## config.mk

```make
export PLATFORM = sky130hd
export DESIGN_NAME = mem_access_stage
export DESIGN_NICKNAME = d
export VERILOG_FILES = /design/src/rtl/mem_access_stage_pkg.sv /design/src/rtl/mem_access_stage_dmem_align.sv /design/src/rtl/mem_access_stage.sv
export SDC_FILE = /design/constraint.sdc
export NUM_CORES = 1
export LEC_CHECK = 0
export CAP_MARGIN = 15
export CELL_PAD_IN_SITES_DETAIL_PLACEMENT = 1
export CELL_PAD_IN_SITES_GLOBAL_PLACEMENT = 2
export CORE_MARGIN = 2
export CORE_UTILIZATION = 16
export DETAILED_ROUTE_END_ITERATION = 8
export PLACE_DENSITY_LB_ADDON = 0.1
export SLEW_MARGIN = 20
export SYNTH_ARGS = -nofsm -noshare
export SYNTH_HDL_FRONTEND = slang
export SYNTH_SLANG_ARGS = --single-unit
export TNS_END_PERCENT = 100
```

## constraint.sdc

```tcl
create_clock -name clk -period 2.7 [get_ports clk]
set_input_delay 0.405 -clock clk [delete_from_list [all_inputs] [get_ports clk]]
set_output_delay 0.405 -clock clk [all_outputs]
set_load 0.005 [all_outputs]
```

## src/rtl/mem_access_stage_pkg.sv

```systemverilog
// Shared definitions for the MEM stage, mem_wb_reg and the WB stage.
// Buses are declared [N-1:0]; the leftmost (MSB) bit is big-endian bit 0.
package mem_access_stage_pkg;

    // DSize encodings (2'b11 is handled as a word)
    localparam logic [1:0] DS_BYTE = 2'b00;
    localparam logic [1:0] DS_HALF = 2'b01;
    localparam logic [1:0] DS_WORD = 2'b10;

    localparam int TIMEOUT_DEF = 16;

    // MEM/WB bundle: LSB position of each field, nextPC in the top bits
    localparam int MEMWB_W     = 179;
    localparam int MW_MUL      = 0;
    localparam int MW_FPREGWR  = 1;
    localparam int MW_FBUSW    = 2;    // 64 bits
    localparam int MW_FDEST    = 66;   // 5 bits
    localparam int MW_TRAP     = 71;
    localparam int MW_DSIZE    = 72;   // 2 bits
    localparam int MW_LOADSIGN = 74;
    localparam int MW_MEMTOREG = 75;
    localparam int MW_REGWRITE = 76;
    localparam int MW_PCTOREG  = 77;
    localparam int MW_DATA     = 78;   // 32 bits
    localparam int MW_ALU      = 110;  // 32 bits
    localparam int MW_DEST     = 142;  // 5 bits
    localparam int MW_NEXTPC   = 147;  // 32 bits

    typedef enum logic {
        ST_IDLE = 1'b0,
        ST_WAIT = 1'b1
    } mem_state_e;

endpackage

```

## src/rtl/mem_access_stage_dmem_align.sv

```systemverilog
// Byte-enable, store-data replication and misalignment detection.
// dmem_be is written MSB-first: the leftmost bit enables big-endian byte 0.
module dmem_align
    import mem_access_stage_pkg::*;
(
    input  logic [1:0]  dsize,
    input  logic [1:0]  offset,
    input  logic [31:0] store_data,
    output logic [3:0]  be,
    output logic [31:0] wdata,
    output logic        misalign
);

    // Decode access size against the low address bits
    always_comb begin
        be       = 4'b1111;
        wdata    = store_data;
        misalign = 1'b0;
        case (dsize)
            DS_BYTE: begin
                be    = 4'b1000 >> offset;
                wdata = {4{store_data[7:0]}};
            end
            DS_HALF: begin
                be       = offset[1] ? 4'b0011 : 4'b1100;
                wdata    = {2{store_data[15:0]}};
                misalign = offset[0];
            end
            default: begin
                misalign = |offset;
            end
        endcase
    end

endmodule

```

## src/rtl/mem_access_stage.sv

```systemverilog
// MEM stage: data-memory req/ack handshake, stall/timeout control and
// assembly of the MEM/WB bundle. Load data leaves raw; WB extends it.
module mem_access_stage
    import mem_access_stage_pkg::*;
#(
    parameter int OUT_W   = MEMWB_W,
    parameter int TIMEOUT = TIMEOUT_DEF
) (
    input  logic             clk,
    input  logic             reset,
    input  logic             in_valid,
    input  logic             flush,
    input  logic [31:0]      nextPC,
    input  logic [31:0]      aluResult,
    input  logic [31:0]      storeData,
    input  logic [4:0]       destReg,
    input  logic [4:0]       fDestReg,
    input  logic [63:0]      fbusW,
    input  logic             MemRead,
    input  logic             MemWrite,
    input  logic             PCtoReg,
    input  logic             RegWrite,
    input  logic             MemToReg,
    input  logic             loadSign,
    input  logic             FPRegWrite,
    input  logic             mul,
    input  logic             trap_in,
    input  logic [1:0]       DSize,
    output logic             dmem_req,
    output logic             dmem_we,
    output logic [31:0]      dmem_addr,
    output logic [3:0]       dmem_be,
    output logic [31:0]      dmem_wdata,
    input  logic [31:0]      dmem_rdata,
    input  logic             dmem_ack,
    output logic             stall,
    output logic             mem_fault,
    output logic [OUT_W-1:0] out
);

    localparam logic [7:0] CNT_LAST = 8'(TIMEOUT - 1);

    mem_state_e  state;
    logic [7:0]  cnt;
    logic [31:0] addr_q, wdata_q;
    logic [3:0]  be_q;
    logic        we_q, flush_seen;

    logic [3:0]  al_be;
    logic [31:0] al_wdata;
    logic        al_mis;

    dmem_align u_align (
        .dsize      (DSize),
        .offset     (aluResult[1:0]),
        .store_data (storeData),
        .be         (al_be),
        .wdata      (al_wdata),
        .misalign   (al_mis)
    );

    logic live, access, in_idle, in_wait, issue, mis_fault;
    logic wait_ack, time_out, flushed, bubble, load_done;
    logic [31:0] addr_now;

    assign addr_now  = {aluResult[31:2], 2'b00};
    assign live      = in_valid & ~flush;
    assign access    = live & (MemRead | MemWrite) & ~trap_in;
    assign in_idle   = reset & (state == ST_IDLE);
    assign in_wait   = reset & (state == ST_WAIT);
    assign issue     = in_idle & access & ~al_mis;
    assign mis_fault = in_idle & access & al_mis;
    assign wait_ack  = in_wait & dmem_ack;
    // ack wins over a timeout landing in the same cycle
    assign time_out  = in_wait & ~dmem_ack & (cnt == CNT_LAST);
    // a flush seen at any point of the wait turns completion into a bubble
    assign flushed   = in_wait & (flush_seen | flush);
    assign load_done = MemRead & ((issue & dmem_ack) | wait_ack);

    assign dmem_req   = issue | (in_wait & ~time_out);
    assign dmem_we    = dmem_req & (in_wait ? we_q : MemWrite);
    assign dmem_addr  = in_wait ? addr_q  : addr_now;
    assign dmem_be    = in_wait ? be_q    : al_be;
    assign dmem_wdata = in_wait ? wdata_q : al_wdata;

    assign stall     = (issue & ~dmem_ack) | (in_wait & ~dmem_ack & ~time_out);
    assign mem_fault = mis_fault | (time_out & ~flushed);
    assign bubble    = ~live | stall | flushed;

    // MEM/WB bundle; control bits cleared for bubbles and faults
    always_comb begin
        logic [MEMWB_W-1:0] bundle;
        logic [31:0]        data_out;
        data_out = (load_done & ~bubble) ? dmem_rdata : 32'd0;
        bundle = {nextPC, destReg, aluResult, data_out,
                  PCtoReg & ~bubble,
                  RegWrite & ~bubble & ~mis_fault & ~time_out,
                  MemToReg & ~bubble & ~time_out,
                  loadSign, DSize,
                  ~bubble & (trap_in | mis_fault | time_out),
                  fDestReg, fbusW,
                  FPRegWrite & ~bubble & ~mis_fault,
                  mul};
        out = reset ? OUT_W'(bundle) : '0;
    end

    // FSM: capture the request on entry to WAIT, count until ack or timeout.
    // The counter starts at 1 so the issue cycle counts toward TIMEOUT.
    always_ff @(posedge clk) begin
        if (!reset) begin
            state      <= ST_IDLE;
            cnt        <= 8'd0;
            addr_q     <= 32'd0;
            wdata_q    <= 32'd0;
            be_q       <= 4'd0;
            we_q       <= 1'b0;
            flush_seen <= 1'b0;
        end else begin
            case (state)
                ST_IDLE: begin
                    if (issue && !dmem_ack) begin
                        state      <= ST_WAIT;
                        cnt        <= 8'd1;
                        addr_q     <= addr_now;
                        wdata_q    <= al_wdata;
                        be_q       <= al_be;
                        we_q       <= MemWrite;
                        flush_seen <= 1'b0;
                    end
                end
                ST_WAIT: begin
                    if (wait_ack || time_out) begin
                        state      <= ST_IDLE;
                        cnt        <= 8'd0;
                        flush_seen <= 1'b0;
                    end else begin
                        cnt        <= cnt + 8'd1;
                        flush_seen <= flush_seen | flush;
                    end
                end
                default: state <= ST_IDLE;
            endcase
        end
    end

endmodule

```

==> impl_metrics.yaml, run 1 <==
run_status:
  run_status: "complete, no violations"
floorplanning:
  floorplan.die_area_mm2: 0.03723
  row_count: 69
  floorplan.die.width_um: 192.9
  fp.coreArea_mm2: 0.03540
  num_io_pins: 469
  start_util_pct: 16.14
  die_h_um: 192.9
finish:
  most_common_cell_after_layout_fill_and_taps_aside: "clkdlybuf4s50_1"
  area.growth.synth_to_final_pct: 106.1
  layout-drive-gt1-share_pct: 19.01
  final_cell_mix: "clkdlybuf4s50_1, and2_1, a21oi_1"
  finalNetCount: 1461
  postLayoutCellArea_mm2: 0.01177
detailed_routing:
  drc: 0
  wire_per_inst_um: 19.56
  dr.pass1.iters: 4
  vias_per_cell: 4.320
  first_iter_violations: 194
  via_count: 7395
  routed_wl_um: 33490
  postRouteAntennaNets: 0
timing:
  finalSetupViolations: 0
  final_max_slew_viol_count: 0
  max_freq_mhz: 379.3
  worst_pin_slew_ps: 679.6
  final.setup_skew_ps: 14.40
  timing.final.hold_violations: 0
  worst_slew_margin_rel_pct: 54.69
  final.period_utilization_pct: 97.65
  fin_crit_period_ps: 2636
placed_design:
  post-dp-hpwl_um: 24580
  finalWeightedCongestion: 0.7325
  dpl-instance-area_mm2: 0.01126
  portBuffers: 466
power_and_ir_drop:
  power_frac_seq_pct: 30.9
  ir_worst_vdd_uv: 280.3
  swShare_pct: 28.60
  power.density_cell_area_mw_per_mm2: 314.9
  net-switching-power_mw: 1.060
  total_power_mw: 3.707
  leakage_power_figure_nw: 4.523
  share_clk_of_total_power_pct: 35.4
  power.share.combinational_pct: 33.7
  internal-power_mw: 2.647
global_route:
  antenna_found_initial: 2
  grt_first_pass_wirelength_um: 48420
  grt_util_all_layers_pct: 17.06
  vias_in_the_first_global_route: 7639
  pin_count_of_the_biggest_net_entering_global_routing: 137
  gr-total-overflow: 0
job:
  cap_violations: 0
synth:
  postSynthAreaPerCell_um2: 7.506
  postSynth.topFlopCell: "dfxtp_1"
  ys_ff_latch: 77
  synth_enable_flop_cells: 0
  synth_top_area_cell: "dfxtp_1"
  synth.top_cells.by_area: "dfxtp_1, and2_1, mux2_2, a21oi_1, o21ai_0"
  syn-instance-count: 761
  synthesis.area_mm2: 0.005712
  seq_area_frac_synth_pct: 26.99
  yosysTopAreaCellShare_pct: 26.99
  asyncSetResetFlopFracSynth_pct: 0
  yosysWarningCount: 0
  netlist-cell-type-count: 44
setup_path:
  crit_type: "in -> out"
  critPathCaptureType: "output port"
  path_max_fanout: 8
  start_kind: "primary input"
  worstPathRequired_ps: 2300
  crit_arrival_ps: 2230
cts:
  clk_root_buffer_cell: "clkbuf_16"
  cts.hold.buffers_added: 0
  cts_tree: "built"
  worstSkewPairLatency_ps: 350
  cts_buffers: 9
  htreeDepth: 3
  clkSinkCount: 77
  clkTransAtPathRegs_ps: 70
  cts_max_path_buffers: 2
worst_hold_path:
  holdCritPathClass: "reg -> reg"
==> cells in the mapped netlist, types with 7 or more instances <==
master / n
clkbuf_1: 55
a211oi_1: 21
nand2_1: 49
mux2_2: 46
o21ai_0: 62
mux2i_1: 25
buf_1: 7
nand3_1: 50
a21oi_1: 98
buf_2: 12
dfxtp_1: 77
nor2_1: 32
nor3_1: 7
nor3_2: 29
and2_1: 143
==> cell families (layout without fill, tap and decap cells) <==
group           after synthesis  in the layout  share of synthesized area (%)
xor+xnor                      2              2                         0.3067
fa+ha+maj                     1              1                         0.2190
other cells                   1              6                        0.06565
simple gates                331            331                          33.82
mux                          71             71                          13.45
compound gates              195            195                          18.90
buf+inv                      83            568                          6.243
flops                        77             77                          26.99
==> power groups by stage <==
stage	logic [mW]	registers, mW	clock network (mW)
6_report	1.25	1.15	1.31
5_1_grt	1.35	1.15	1.41
4_1_cts	1.27	1.15	1.38
3_5_place_dp	1.23	1.17	0
3_3_place_gp	1.24	1.17	0
2_1_floorplan	0.348	1.17	0
==> sequential cells by signal, summed over array words and instances, names as in the netlist <==
signal	count
we_q	1
addr_q	30
be_q	4
flush_seen	1
cnt	8
state	1
wdata_q	32
==> final timing paths <==
path,startpoint,endpoint,slack (ps),depth (start not counted)
worst max register to register,state,cnt[6],620,7
worst max-delay path,MemRead,out[92],60,8
worst min register to register,addr_q[24],addr_q[24],480,2
worst min-delay path,addr_q[24],addr_q[24],480,2
==> worst max-delay path, stage by stage <==
cell and delay, ps:
clkdlybuf4s50_1 490, nor2_2 50, or4_4 420, o21a_4 240, buf_6 130, buf_16 150
nor3_4 190, buf_2 150
==> timing repair <==
action | in CTS | in global routing
setup buffers | 5 | 0
gates resized for setup | 186 | 17
gates cloned | 7 | 0
pin swaps | 5 | 5
endpoints found under the setup margin | 58 | 35
endpoints found under the hold margin | 0 | 0
==> per-stage QoR <==
stage | cells | setup WS [ps] | setup TNS, ps | hold WS (ps) | utilization [%]
3_3_place_gp | 1680 | -520.2 | -22540 | 458.9 | 31.82
4_1_cts | 1708 | -52.32 | -52.32 | 482.8 | 33.05
3_5_place_dp | 1680 | -530.6 | -23280 | 470.9 | 31.82
5_1_grt | 1710 | -12.99 | -15.23 | 496.4 | 33.25
2_1_floorplan | 762 | 465.3 | 0 | 451.4 | -
6_report | 1712 | 63.55 | 0 | 476.2 | 33.26
==> area by class of cell <==
cell class / count / area [um2]
diodes: 4 / 10.01
clock buffers: 9 / 225.2
clock inverters: 7 / 80.08
fillers: 4198 / 23620
inverters: 4 / 15.01
multi-input cells: 602 / 3979
flip-flops and latches: 77 / 1543
well taps: 461 / 576.8
repair buffers: 548 / 5345
==> layer usage <==
layer  track usage [%]  wire length (um)  share of wire [%]
met2             30.36             16560                 49
met4             3.497               427                1.3
met3             4.489              2465                7.4
met1             20.64             14030                 42
met5                 0                 0                  0
(Power assumes the default switching activity.)
==> run 2, diff against run 1 <==
clock period = 3 ns   (was 2.7 ns; I/O delays follow)
==> run 2 against run 1 <==
  * Clock power down 4%
  * Worst setup slack improved by 12 ps
  * Via count shrank 0.93%
==> impl_metrics.yaml, run 2 (synthesis gave the netlist of run 1 again) <==
run_status:
  run_status: "complete, no violations"
finish:
  layout_top_registers: "wdata_q x32, addr_q x30, cnt x8"
  most_flops_register: "wdata_q"
  layout-drive-gt1-share_pct: 13.82
  largest_reg_flops: 32
  finalNetCount: 1437
  final_cell_mix: "clkdlybuf4s50_1, and2_1, a21oi_1"
  most_common_cell_after_layout_fill_and_taps_aside: "clkdlybuf4s50_1"
  postLayoutCellArea_mm2: 0.01148
  area.growth.synth_to_final_pct: 101.0
  filler_cell_count: 4211
global_route:
  pin_count_of_the_biggest_net_entering_global_routing: 76
  grt_util_all_layers_pct: 16.52
  gr-total-overflow: 0
  vias_in_the_first_global_route: 7463
  antenna_found_initial: 1
  grt_first_pass_wirelength_um: 46860
floorplanning:
  start_util_pct: 16.14
  num_io_pins: 469
  fp.coreArea_mm2: 0.03540
  die_h_um: 192.9
  floorplan.die.width_um: 192.9
  row_count: 69
  floorplan.die_area_mm2: 0.03723
setup_path:
  critical-path-top-cell-by-count: "clkdlybuf4s50_1"
  start_kind: "primary input"
  worstRegToRegCells: 6
  worstPathRequired_ps: 2550
  critPathMaxStageDelay_ps: 540
  reg2reg_to: "cnt[6]"
  critPathCaptureType: "output port"
  crit_path_start: "DSize[0]"
  timing.critical_path.cells: "clkdlybuf4s50_1, buf_8, mux2i_1, o21ai_1, buf_4, mux2_2, clkdlybuf4s50_1"
  critPathSlowestCell: "clkdlybuf4s50_1"
  rr_startpoint: "state"
  crit_path_end: "dmem_wdata[31]"
  path_max_fanout: 12
  ff2ff_setup_slack_ps: 700
  crit_arrival_ps: 2470
  crit_type: "in -> out"
power_and_ir_drop:
  power.density_cell_area_mw_per_mm2: 294.4
  leakage_power_figure_nw: 4.283
  ir_worst_vdd_uv: 252.1
cts:
  cts.hold.buffers_added: 0
  clkTransAtPathRegs_ps: 70
  cts_max_path_buffers: 2
  worstSkewPairLatency_ps: 360
  cts_buffers: 9
  cts_tree: "built"
  clkSinkCount: 77
  htreeDepth: 3
  clk_root_buffer_cell: "clkbuf_16"
timing:
  worst_slew_margin_rel_pct: 41.61
  final.period_utilization_pct: 97.48
  timing.final.hold_violations: 0
  fin_crit_period_ps: 2924
  final.setup_skew_ps: 17.06
  worst_pin_slew_ps: 875.8
  rsz0062_at_grt: "yes"
  final_max_slew_viol_count: 0
  finalSetupViolations: 0
  timing.setup.tns_ps: 0
  whs_ps: 477.1
  max_freq_mhz: 342.0
  setup_ws_ps: 75.71
job:
  cap_violations: 0
detailed_routing:
  postRouteAntennaNets: 0
  via_count: 7326
  dr.pass1.iters: 4
  vias_per_cell: 4.348
  first_iter_violations: 173
  routed_wl_um: 32720
  drc: 0
  wire_per_inst_um: 19.42
worst_hold_path:
  holdCritPathClass: "reg -> reg"
placed_design:
  finalWeightedCongestion: 0.7482
  portBuffers: 466
  post-dp-hpwl_um: 24830
  pre_cts_slack_ps: -343.5
  dpl-instance-area_mm2: 0.01113
## run 2: metrics by stage
stage	total power, mW	std cells	utilization [%]
2_1_floorplan	1.367	762	-
6_report	3.380	1685	32.44
3_3_place_gp	2.158	1666	31.45
4_1_cts	3.451	1684	32.36
5_1_grt	3.551	1685	32.44
3_5_place_dp	2.152	1666	31.45
## run 2: cell type report
class	count	area, um2	area share (%)
clock buffer	9	225.2	1.962
clock inverter	7	102.6	0.8936
multi-input combinational	602	3875	33.75
timing repair buffer	524	5141	44.78
tap	461	576.8	5.024
antenna	1	2.502	0.02180
inverter	4	15.01	0.1308
sequential	77	1543	13.44
## run 2: critical path, delay by kind of cell
kind | cells | cell delay (ps)
AOI/OAI and AO/OA | 1 | 130
buffers and inverters | 4 | 1390
muxes | 2 | 480
## run 2: how the worst min path moves through the flow
stage | startpoint | endpoint | cells after the start
2_1_floorplan | addr_q[10] | addr_q[10] | 2
3_3_place_gp | wdata_q[0] | wdata_q[0] | 2
3_5_place_dp | wdata_q[2] | wdata_q[2] | 2
4_1_cts | wdata_q[2] | wdata_q[2] | 2
5_1_grt | addr_q[25] | addr_q[25] | 2
6_report | wdata_q[31] | wdata_q[31] | 2
## run 2: per-layer routing
metal	up-vias	part of all wire, %	wire length, um	track usage [%]
li1	3558	-	-	-
met1	3468	42	13610	19.85
met2	273	49	15900	29.13
met3	27	8.1	2639	4.344
met4	0	1.8	574	4.254
met5	-	0	0	0
## run 2: repair_timing
action	in CTS	in global routing
setup buffers	2	0
gates resized for setup	43	8
pin swaps	1	0
setup endpoints to repair	41	6
## run 2: power breakdown
group / switching [mW] / internal (mW) / total [mW] / leakage, nW
logic: 0.415 / 0.672 / 1.09 / 3.50
clock network: 0.517 / 0.744 / 1.26 / 0.163
registers: 0.00329 / 1.03 / 1.03 / 0.621
total: 0.936 / 2.44 / 3.38 / 4.28
==> run 3, diff against run 2 <==
CELL_PAD_IN_SITES_DETAIL_PLACEMENT = default   (was 1)
CELL_PAD_IN_SITES_GLOBAL_PLACEMENT = default   (was 2)
CORE_AREA = 2 2 180 182   (was default)
CORE_MARGIN = default   (was 2)
CORE_UTILIZATION = default   (was 16)
DIE_AREA = 0 0 182 184   (was default)
==> run 3 against run 2 <==
  * Die area decreased by 10%
  * Total power fell by 3.9%
  * Sequential power about the same
  * Largest cell class unchanged
  * Critical path type unchanged
==> impl_metrics.yaml, run 3 (synthesis gave the netlist of run 1 again) <==
worst_hold_path:
  holdCritPathClass: "reg -> reg"
timing:
  worst_slew_margin_rel_pct: 41.75
  timing.setup.tns_ps: 0
  finalSetupViolations: 0
  rsz0062_at_grt: "yes"
  timing.final.hold_violations: 0
  final.period_utilization_pct: 98.25
  max_freq_mhz: 339.3
  final.setup_skew_ps: 9.894
  whs_ps: 475.1
  final_max_slew_viol_count: 0
  setup_ws_ps: 52.61
  fin_crit_period_ps: 2947
  worst_pin_slew_ps: 873.7
cts:
  cts_tree: "built"
  clkTransAtPathRegs_ps: 70
  htreeDepth: 3
  cts_buffers: 9
  cts_max_path_buffers: 2
  worstSkewPairLatency_ps: 350
  clk_root_buffer_cell: "clkbuf_16"
  cts.hold.buffers_added: 0
  clkSinkCount: 77
finish:
  final_cell_mix: "clkdlybuf4s50_1, and2_1, a21oi_1"
  finalNetCount: 1430
  finalCoreUtilization_pct: 36.09
  layout.cells.non_filler: 1619
  layout_top_registers: "wdata_q x32, addr_q x30, cnt x8"
  layout-drive-gt1-share_pct: 12.75
  filler_cell_count: 3255
  area.growth.synth_to_final_pct: 98.34
  most_flops_register: "wdata_q"
  largest_reg_flops: 32
  postLayoutCellArea_mm2: 0.01133
  most_common_cell_after_layout_fill_and_taps_aside: "clkdlybuf4s50_1"
run_status:
  run_status: "complete, no violations"
detailed_routing:
  postRouteAntennaNets: 0
  drc: 0
  routed_wl_um: 30050
  dr.pass1.iters: 4
  vias_per_cell: 4.442
  wire_per_inst_um: 18.56
  first_iter_violations: 228
  via_count: 7192
setup_path:
  critical_path.top_delay_family: "buffers and inverters"
  crit_type: "in -> out"
  path_max_fanout: 51
  critPathCaptureType: "output port"
  crit_arrival_ps: 2500
  timing.critical_path.buf_inv: 3
  start_kind: "primary input"
  critPathMaxStageDelay_ps: 530
  critical-path-top-cell-by-count: "clkdlybuf4s50_1"
  worstPathRequired_ps: 2550
  timing.critical_path.cells: "clkdlybuf4s50_1, nand3b_1, or4_4, buf_12, o21ai_1, clkdlybuf4s50_1"
  critPathSlowestCell: "or4_4"
power_and_ir_drop:
  share_clk_of_total_power_pct: 35.2
  total_power_mw: 3.248
  power.density_cell_area_mw_per_mm2: 286.7
  power_frac_seq_pct: 31.8
  power.share.combinational_pct: 33.0
  ir_worst_vdd_uv: 241.6
  leakage_power_figure_nw: 4.235
  net-switching-power_mw: 0.8967
  swShare_pct: 27.61
  internal-power_mw: 2.351
floorplanning:
  start_util_pct: 18.19
  die_h_um: 184
  row_count: 65
  floorplan.die.width_um: 182
  num_io_pins: 469
  fp.coreArea_mm2: 0.03139
  floorplan.die_area_mm2: 0.03349
placed_design:
  post-dp-hpwl_um: 22630
  dp.cells: 1602
  portBuffers: 466
  dpl-instance-area_mm2: 0.01103
  pre_cts_slack_ps: -350.9
  finalWeightedCongestion: 0.7836
global_route:
  grt_util_all_layers_pct: 17.28
  vias_in_the_first_global_route: 7127
  pin_count_of_the_biggest_net_entering_global_routing: 113
  grt_first_pass_wirelength_um: 44910
  antenna_found_initial: 1
  gr-total-overflow: 0
job:
  cap_violations: 0
==> run 3: worst register-to-register path: cells and delay by family (launching register included) <==
kind	cells	cell delay, ps
compound gates	2	420
buf+inv	3	1120
flops	1	320
simple gates	1	290
==> run 3: power by group through the flow <==
stage,combinational (mW),sequential (mW),clock [mW]
after floorplan,0.313,1.05,0
after global placement,1.09,1.06,0
after detailed placement,1.08,1.06,0
after CTS,1.09,1.03,1.19
after global routing,1.15,1.03,1.21
final,1.07,1.03,1.14
==> run 3: worst paths after layout <==
path	start	to	slack (ps)	cells after the start
setup / recovery	in_valid	stall	50	6
hold / removal	addr_q[4]	addr_q[4]	480	2
setup reg to reg	state	cnt[6]	750	6
hold reg to reg	addr_q[4]	addr_q[4]	480	2
==> run 3: layout make-up <==
type	count	area (um2)	area share, %
inverter	4	15.01	0.1325
clock inverter	6	71.32	0.6296
clock buffer	10	229.0	2.021
timing repair buffer	517	5111	45.12
multi-input combinational	602	3855	34.03
antenna	1	2.502	0.02209
sequential	77	1541	13.61
tap	402	503.0	4.440
==> run 3: per-layer routing <==
metal  vias to the layer above  global-route usage, %  wire [um]
li1                       3552                      -          -
met1                      3340                  20.77      12510
met2                       267                  30.58      15010
met3                        33                  4.101       1995
met4                         0                  5.000        544
met5                         -                      0          0
==> run 3: repair_timing <==
action,CTS,global route
pin swaps,0,0
resized for setup,40,7
endpoints found under the hold margin,0,0
setup buffers,0,0
setup endpoints to repair,36,10
